File: src/rtl/spi_slave_pkg.sv
// Shared SPI mode decode and defaults for the SPI master/slave pair.
package spi_slave_pkg;

  // Word shifted out when nothing is pending (SD bus idle pattern).
  localparam logic [7:0] SPI_TX_IDLE_DEFAULT = 8'hFF;

  // Data is sampled on the rising SPI clock edge when CPOL == CPHA,
  // otherwise on the falling edge; shifting uses the opposite edge.
  function automatic logic spi_sample_on_rise(input logic cpol, input logic cpha);
    return (cpol == cpha);
  endfunction

endpackage

File: src/rtl/spi_sync_edge.sv
// Two-flop synchroniser followed by an edge register; emits one-cycle
// rise/fall pulses in the clk domain for an asynchronous input.
module spi_sync_edge #(
  parameter logic RST_VAL = 1'b0
) (
  input  logic clk,
  input  logic rst_n,
  input  logic d_i,
  output logic rise_o,
  output logic fall_o
);

  // sync_q[1:0] is the synchroniser, sync_q[2] the previous synced value.
  logic [2:0] sync_q;

  // Shift the pin value through the synchroniser and edge register.
  always_ff @(posedge clk or negedge rst_n) begin
    if (!rst_n) begin
      sync_q <= {3{RST_VAL}};
    end else begin
      sync_q <= {sync_q[1:0], d_i};
    end
  end

  assign rise_o = sync_q[1] & ~sync_q[2];
  assign fall_o = ~sync_q[1] & sync_q[2];

endmodule

File: src/rtl/spi_slave.sv
// SPI responder oversampling spi_clk/spi_cs/spi_mosi in the clk domain.
// Receives MSB-first words from MOSI and returns a buffered TX word on MISO.
module spi_slave
  import spi_slave_pkg::*;
#(
  parameter logic                  CPOL       = 1'b1,
  parameter logic                  CPHA       = 1'b1,
  parameter int unsigned           DATA_WIDTH = 8,
  parameter logic [DATA_WIDTH-1:0] TX_IDLE    = DATA_WIDTH'(SPI_TX_IDLE_DEFAULT)
) (
  input  logic                  clk,
  input  logic                  rst_n,
  input  logic                  spi_clk,
  input  logic                  spi_cs,
  input  logic                  spi_mosi,
  output logic                  spi_miso,
  output logic                  spi_miso_oe,
  input  logic [DATA_WIDTH-1:0] tx_data,
  input  logic                  tx_valid,
  output logic                  tx_ready,
  output logic [DATA_WIDTH-1:0] rx_data,
  output logic                  rx_valid,
  output logic                  frame_err,
  output logic                  busy
);

  localparam int unsigned     CW          = (DATA_WIDTH > 1) ? $clog2(DATA_WIDTH) : 1;
  localparam logic [CW-1:0]   LAST        = CW'(DATA_WIDTH - 1);
  localparam logic            SAMPLE_RISE = spi_sample_on_rise(CPOL, CPHA);

  logic sclk_rise, sclk_fall, cs_rise, cs_fall;
  logic [1:0] mosi_sync_q;
  logic       mosi_s;
  logic       sample_edge, shift_edge;

  // The SPI clock synchroniser resets to the idle level so no edge is seen
  // at reset release. CS resets low so a CS already low at release is not
  // mistaken for a fresh falling edge.
  spi_sync_edge #(.RST_VAL(CPOL)) u_sclk_sync (
    .clk    (clk),
    .rst_n  (rst_n),
    .d_i    (spi_clk),
    .rise_o (sclk_rise),
    .fall_o (sclk_fall)
  );

  spi_sync_edge #(.RST_VAL(1'b0)) u_cs_sync (
    .clk    (clk),
    .rst_n  (rst_n),
    .d_i    (spi_cs),
    .rise_o (cs_rise),
    .fall_o (cs_fall)
  );

  // MOSI only needs the two-flop synchroniser.
  always_ff @(posedge clk or negedge rst_n) begin
    if (!rst_n) begin
      mosi_sync_q <= '0;
    end else begin
      mosi_sync_q <= {mosi_sync_q[0], spi_mosi};
    end
  end

  assign mosi_s      = mosi_sync_q[1];
  assign sample_edge = SAMPLE_RISE ? sclk_rise : sclk_fall;
  assign shift_edge  = SAMPLE_RISE ? sclk_fall : sclk_rise;

  logic                  active_q, active_d;
  logic [CW-1:0]         cnt_q, cnt_d;
  logic [DATA_WIDTH-2:0] rx_sh_q, rx_sh_d;
  logic [DATA_WIDTH-1:0] rx_data_q, rx_data_d;
  logic                  rx_valid_q, rx_valid_d;
  logic                  frame_err_q, frame_err_d;
  logic [DATA_WIDTH-1:0] tx_sh_q, tx_sh_d;
  logic                  fresh_q, fresh_d;
  logic                  miso_q, miso_d;
  logic [DATA_WIDTH-1:0] hold_q, hold_d;
  logic                  hold_full_q, hold_full_d;
  logic [DATA_WIDTH-1:0] next_word;
  logic [DATA_WIDTH-1:0] rx_word;
  logic                  load;

  // Frame control, RX deserialiser, TX serialiser and holding register.
  // fresh_q marks a just-loaded shifter whose MSB is presented on the next
  // shift edge instead of shifting; this covers both the CPHA=1 first edge
  // and the CPHA=0 word boundary with one mechanism.
  always_comb begin
    active_d    = active_q;
    cnt_d       = cnt_q;
    rx_sh_d     = rx_sh_q;
    rx_data_d   = rx_data_q;
    rx_valid_d  = 1'b0;
    frame_err_d = 1'b0;
    tx_sh_d     = tx_sh_q;
    fresh_d     = fresh_q;
    miso_d      = miso_q;
    hold_d      = hold_q;
    hold_full_d = hold_full_q;
    load        = 1'b0;
    next_word   = hold_full_q ? hold_q : TX_IDLE;
    rx_word     = {rx_sh_q, mosi_s};

    if (cs_fall) begin
      active_d = 1'b1;
      cnt_d    = '0;
      load     = 1'b1;
      miso_d   = next_word[DATA_WIDTH-1];
      fresh_d  = CPHA;
    end else if (cs_rise) begin
      active_d = 1'b0;
      if (active_q && (cnt_q != '0)) begin
        frame_err_d = 1'b1;
      end
      cnt_d = '0;
    end else if (active_q) begin
      if (sample_edge) begin
        rx_sh_d = rx_word[DATA_WIDTH-2:0];
        if (cnt_q == LAST) begin
          cnt_d      = '0;
          rx_data_d  = rx_word;
          rx_valid_d = 1'b1;
          load       = 1'b1;
          fresh_d    = 1'b1;
        end else begin
          cnt_d = cnt_q + CW'(1);
        end
      end else if (shift_edge) begin
        if (fresh_q) begin
          miso_d  = tx_sh_q[DATA_WIDTH-1];
          fresh_d = 1'b0;
        end else begin
          tx_sh_d = {tx_sh_q[DATA_WIDTH-2:0], 1'b1};
          miso_d  = tx_sh_q[DATA_WIDTH-2];
        end
      end
    end

    if (load) begin
      tx_sh_d     = next_word;
      hold_full_d = 1'b0;
    end
    // A write coinciding with a load refills the just-emptied holding register.
    if (tx_valid && (!hold_full_q || load)) begin
      hold_d      = tx_data;
      hold_full_d = 1'b1;
    end
  end

  // State registers.
  always_ff @(posedge clk or negedge rst_n) begin
    if (!rst_n) begin
      active_q    <= 1'b0;
      cnt_q       <= '0;
      rx_sh_q     <= '0;
      rx_data_q   <= '0;
      rx_valid_q  <= 1'b0;
      frame_err_q <= 1'b0;
      tx_sh_q     <= '0;
      fresh_q     <= 1'b0;
      miso_q      <= 1'b1;
      hold_q      <= '0;
      hold_full_q <= 1'b0;
    end else begin
      active_q    <= active_d;
      cnt_q       <= cnt_d;
      rx_sh_q     <= rx_sh_d;
      rx_data_q   <= rx_data_d;
      rx_valid_q  <= rx_valid_d;
      frame_err_q <= frame_err_d;
      tx_sh_q     <= tx_sh_d;
      fresh_q     <= fresh_d;
      miso_q      <= miso_d;
      hold_q      <= hold_d;
      hold_full_q <= hold_full_d;
    end
  end

  assign spi_miso    = miso_q;
  assign spi_miso_oe = active_q;
  assign busy        = active_q;
  assign tx_ready    = ~hold_full_q;
  assign rx_data     = rx_data_q;
  assign rx_valid    = rx_valid_q;
  assign frame_err   = frame_err_q;

endmodule
File: config.mk
export PLATFORM = sky130hd
export DESIGN_NAME = spi_slave
export DESIGN_NICKNAME = d
export VERILOG_FILES = /design/src/rtl/spi_slave_pkg.sv /design/src/rtl/spi_sync_edge.sv /design/src/rtl/spi_slave.sv
export SDC_FILE = /design/constraint.sdc
export NUM_CORES = 1
export LEC_CHECK = 0
export CAP_MARGIN = 10
export CORE_UTILIZATION = 58
export DETAILED_ROUTE_END_ITERATION = 10
export PLACE_DENSITY = 0.84
export SETUP_SLACK_MARGIN = 0.15
export SYNTH_ARGS = -nofsm -noshare
export SYNTH_HDL_FRONTEND = slang
export SYNTH_SLANG_ARGS = --single-unit
File: constraint.sdc
create_clock -name clk -period 4.75 [get_ports clk]
set_input_delay 0.7125 -clock clk [delete_from_list [all_inputs] [get_ports clk]]
set_output_delay 0.7125 -clock clk [all_outputs]
set_load 0.05 [all_outputs]
==> metrics <==
status completed; Max Buffers Root-to-Sink 2; clk_lat worst skew 0.37 ns; Clk pwr share about a fifth; area of the multi-input gates roughly 790 sq um; max_cap viols 0; combinational power share 21.8%; slowest CP cell clkdlybuf4s50_1; final wirelength around 3600 um; clock-pin slew on the worst setup and hold paths approximately 0.14 ns; GPL Wtd Cong approximately 0.84; hold_ws about 0.37 ns; total CTS buffers 5; post-CTS sizing 0; Setup Buffers After CTS 0; Final Util a little under three quarters; synthesized flop and latch total 48; DRC violations left 0; Static Leak about 1.2 nW; Top Ports 28; Syn Nets 192; Starting DRT DRC Count 57; Sink Count 48; drt wl/cell 14.6 um; PD cells between 300 and 400 mW/mm^2; Worst slew margin between 30 and 40%; final net count between 200 and 250; GRT Total Usage 23.2%; Initial Util 61.4%; clock period minus final worst setup slack roughly 2.6 ns; kind of critical path flop to output port; Hold Fails Final Rpt 0; CP required 4.04 ns; area delta synth->final 16.7%; Sw Share 31.3%; register area share after synthesis approximately three fifths; crit end category output port; Final Instance Area roughly 0.0024 sq mm; layout cells sized above 1 16.3%; port buffer count 27; Post-DP Area between 0.002 and 0.0025 sq mm; clock skew roughly 0.017 ns; Die Wd between 60 and 70 um; worst stage delay on the critical path roughly 0.88 ns; CTS root buf clkbuf_4; Reg area roughly 0.0012 sq mm; setup_tns 0 ns; Finish-stage setup viols 0; number of antenna violations at the first check in global routing 0; FMAX 390 MHz; Avg Cell Area, Syn 12.0 sq um; largest net degree at the start of global routing roughly 50; Tightest Hold Check Type flop to flop; Synth cell types 35; global-route wire length before repair 6240 um; Std-Cell Rows 21; number of global-route vias before repair between 1000 and 1500; synthesized area 0.00208 sq mm; hold bufs inserted after CTS 0; setup slack, reg-to-reg approximately 2.9 ns; sequential share of power roughly 58%; # fillers between 200 and 250; Core Area approximately 0.0034 sq mm; detailed-router iteration count before antenna repair 4; internal power ~0.00062 W; DIE HEIGHT approximately 62 um; Critical Path Source Type flop; CTS tree done; RSZ-0062 raised after global routing no; H-tree levels 2; fin. max-slew vios 0; Post-DP HPWL 2760 um; DR vias between 1000 and 1500; worst slew pin tran between 1 and 1.5 ns; Peak VDD IR roughly 230 uV; CP max FO 11; post-route clock period utilization approximately 54%; cells along the critical path clkdlybuf4s50_1; Synth Warn # 0; Sw Pwr about 0.00028 W; ant diodes 0; GRT overflow 0; Top Family by Delay on Critical Path buffers and inverters; crit path buf inv count 1; CP arrival around 1.9 ns; Routed Antenna Nets 0; Gate Count Post-Synth about 170; vias per inst 5.51; die area between 0.003 and 0.004 sq mm
==> metrics by stage <==
stage | worst slack, ns | power [W] | cells
after floorplan | 2.98 | 0.000660 | 173
after global placement | 2.61 | 0.000707 | 241
after detailed placement | 2.58 | 0.000730 | 241
after CTS | 2.16 | 0.000913 | 249
after global routing | 2.08 | 0.000962 | 249
final | 2.18 | 0.000905 | 249
==> placed cells by master, fill, tap and decap left out, types with 2 or more instances in the layout <==
cell type,count
o21ai_0,7
clkdlybuf4s50_1,26
nand4b_4,2
dfstp_2,4
a21oi_1,4
nor3_1,4
dfrtp_1,44
mux2i_1,2
mux2_1,5
inv_1,13
nand2b_1,3
ha_1,5
clkbuf_4,5
mux2_4,8
nand2_1,31
nand3_1,3
mux2_2,3
o221ai_1,7
nor2_1,8
clkinv_2,2
==> synth_stat cells <==
cell type / number / area share, %
dfrtp_1: 44 / 53
nand2_1: 31 / 5.6
inv_1: 13 / 2.3
mux2_4: 8 / 5.8
nor2_1: 8 / 1.4
o21ai_0: 7 / 1.7
o221ai_1: 7 / 2.9
ha_1: 5 / 3.0
mux2_1: 5 / 2.7
a21oi_1: 4 / 0.96
dfstp_2: 4 / 5.1
nor3_1: 4 / 0.96
buf_4: 3 / 1.1
mux2_2: 3 / 1.6
nand2b_1: 3 / 0.90
nand3_1: 3 / 0.72
mux2i_1: 2 / 0.96
nand4b_4: 2 / 2.3
a211oi_1: 1 / 0.36
a21o_1: 1 / 0.36
a31oi_1: 1 / 0.30
a32oi_1: 1 / 0.42
and4b_1: 1 / 0.48
buf_2: 1 / 0.24
clkbuf_1: 1 / 0.18
clkinv_1: 1 / 0.18
inv_2: 1 / 0.18
nand2_2: 1 / 0.30
nand2_4: 1 / 0.54
nor3b_2: 1 / 0.60
o211ai_2: 1 / 0.60
o21ba_2: 1 / 0.48
o21bai_1: 1 / 0.36
o31ai_1: 1 / 0.36
o31ai_4: 1 / 1.0
==> per-layer routing <==
metal  up-vias  wire [um]  GRT usage (%)
met5         -          0              0
met4         0         70           9.84
met3        10        151           7.66
met2        34       1980           40.9
met1       675       1420           25.7
li1        653          -              -
==> final timing paths <==
| path | from | to | cells past startpoint |
|---|---|---|---|
| setup / recovery | busy | busy | 1 |
| hold / removal | mosi_sync_q[0] | mosi_sync_q[1] | 0 |
| setup reg to reg | u_cs_sync.sync_q[1] | hold_q[2] | 6 |
| hold reg to reg | mosi_sync_q[0] | mosi_sync_q[1] | 0 |
| max in group asynchronous | rst_n | hold_q[3] | 1 |
| min in group asynchronous | rst_n | rx_data[6] | 1 |
==> logic make-up after synthesis <==
| group | after synthesis | synth area share (%) |
|---|---|---|
| multiplexers | 18 | 11.1 |
| AO/OA/AOI/OAI | 27 | 9.87 |
| flip-flops | 48 | 58.0 |
| buffers and inverters | 20 | 4.21 |
| adder cells (fa/ha/maj) | 5 | 3.01 |
| AND/OR/NAND/NOR | 55 | 13.8 |
==> layout make-up <==
| type | instances | share of cell area [%] |
|---|---|---|
| clock buffers | 5 | 1.55 |
| multi-input cells | 105 | 32.4 |
| well taps | 46 | 2.37 |
| flip-flops and latches | 48 | 49.7 |
| clock inverters | 3 | 0.773 |
| repair buffers | 27 | 10.9 |
| inverters | 15 | 2.32 |
==> power by group through the flow <==
stage | combinational, W | sequential, W | clock, W
after detailed placement | 0.000198 | 0.000532 | 0
after CTS | 0.000199 | 0.000524 | 0.000190
after global placement | 0.000184 | 0.000524 | 0
final | 0.000197 | 0.000524 | 0.000183
after global routing | 0.000221 | 0.000531 | 0.000210
after floorplan | 0.000128 | 0.000532 | 0
==> registers in the layout, summed over array words and instances, names as in the netlist <==
signal / cells
mosi_sync_q: 2
rx_valid: 1
busy: 1
fresh_q: 1
frame_err: 1
rx_data: 8
hold_q: 8
rx_sh_q: 7
spi_miso: 1
u_sclk_sync.sync_q: 3
u_cs_sync.sync_q: 3
cnt_q: 3
tx_sh_q: 8
hold_full_q: 1
(Power assumes the default switching activity.)
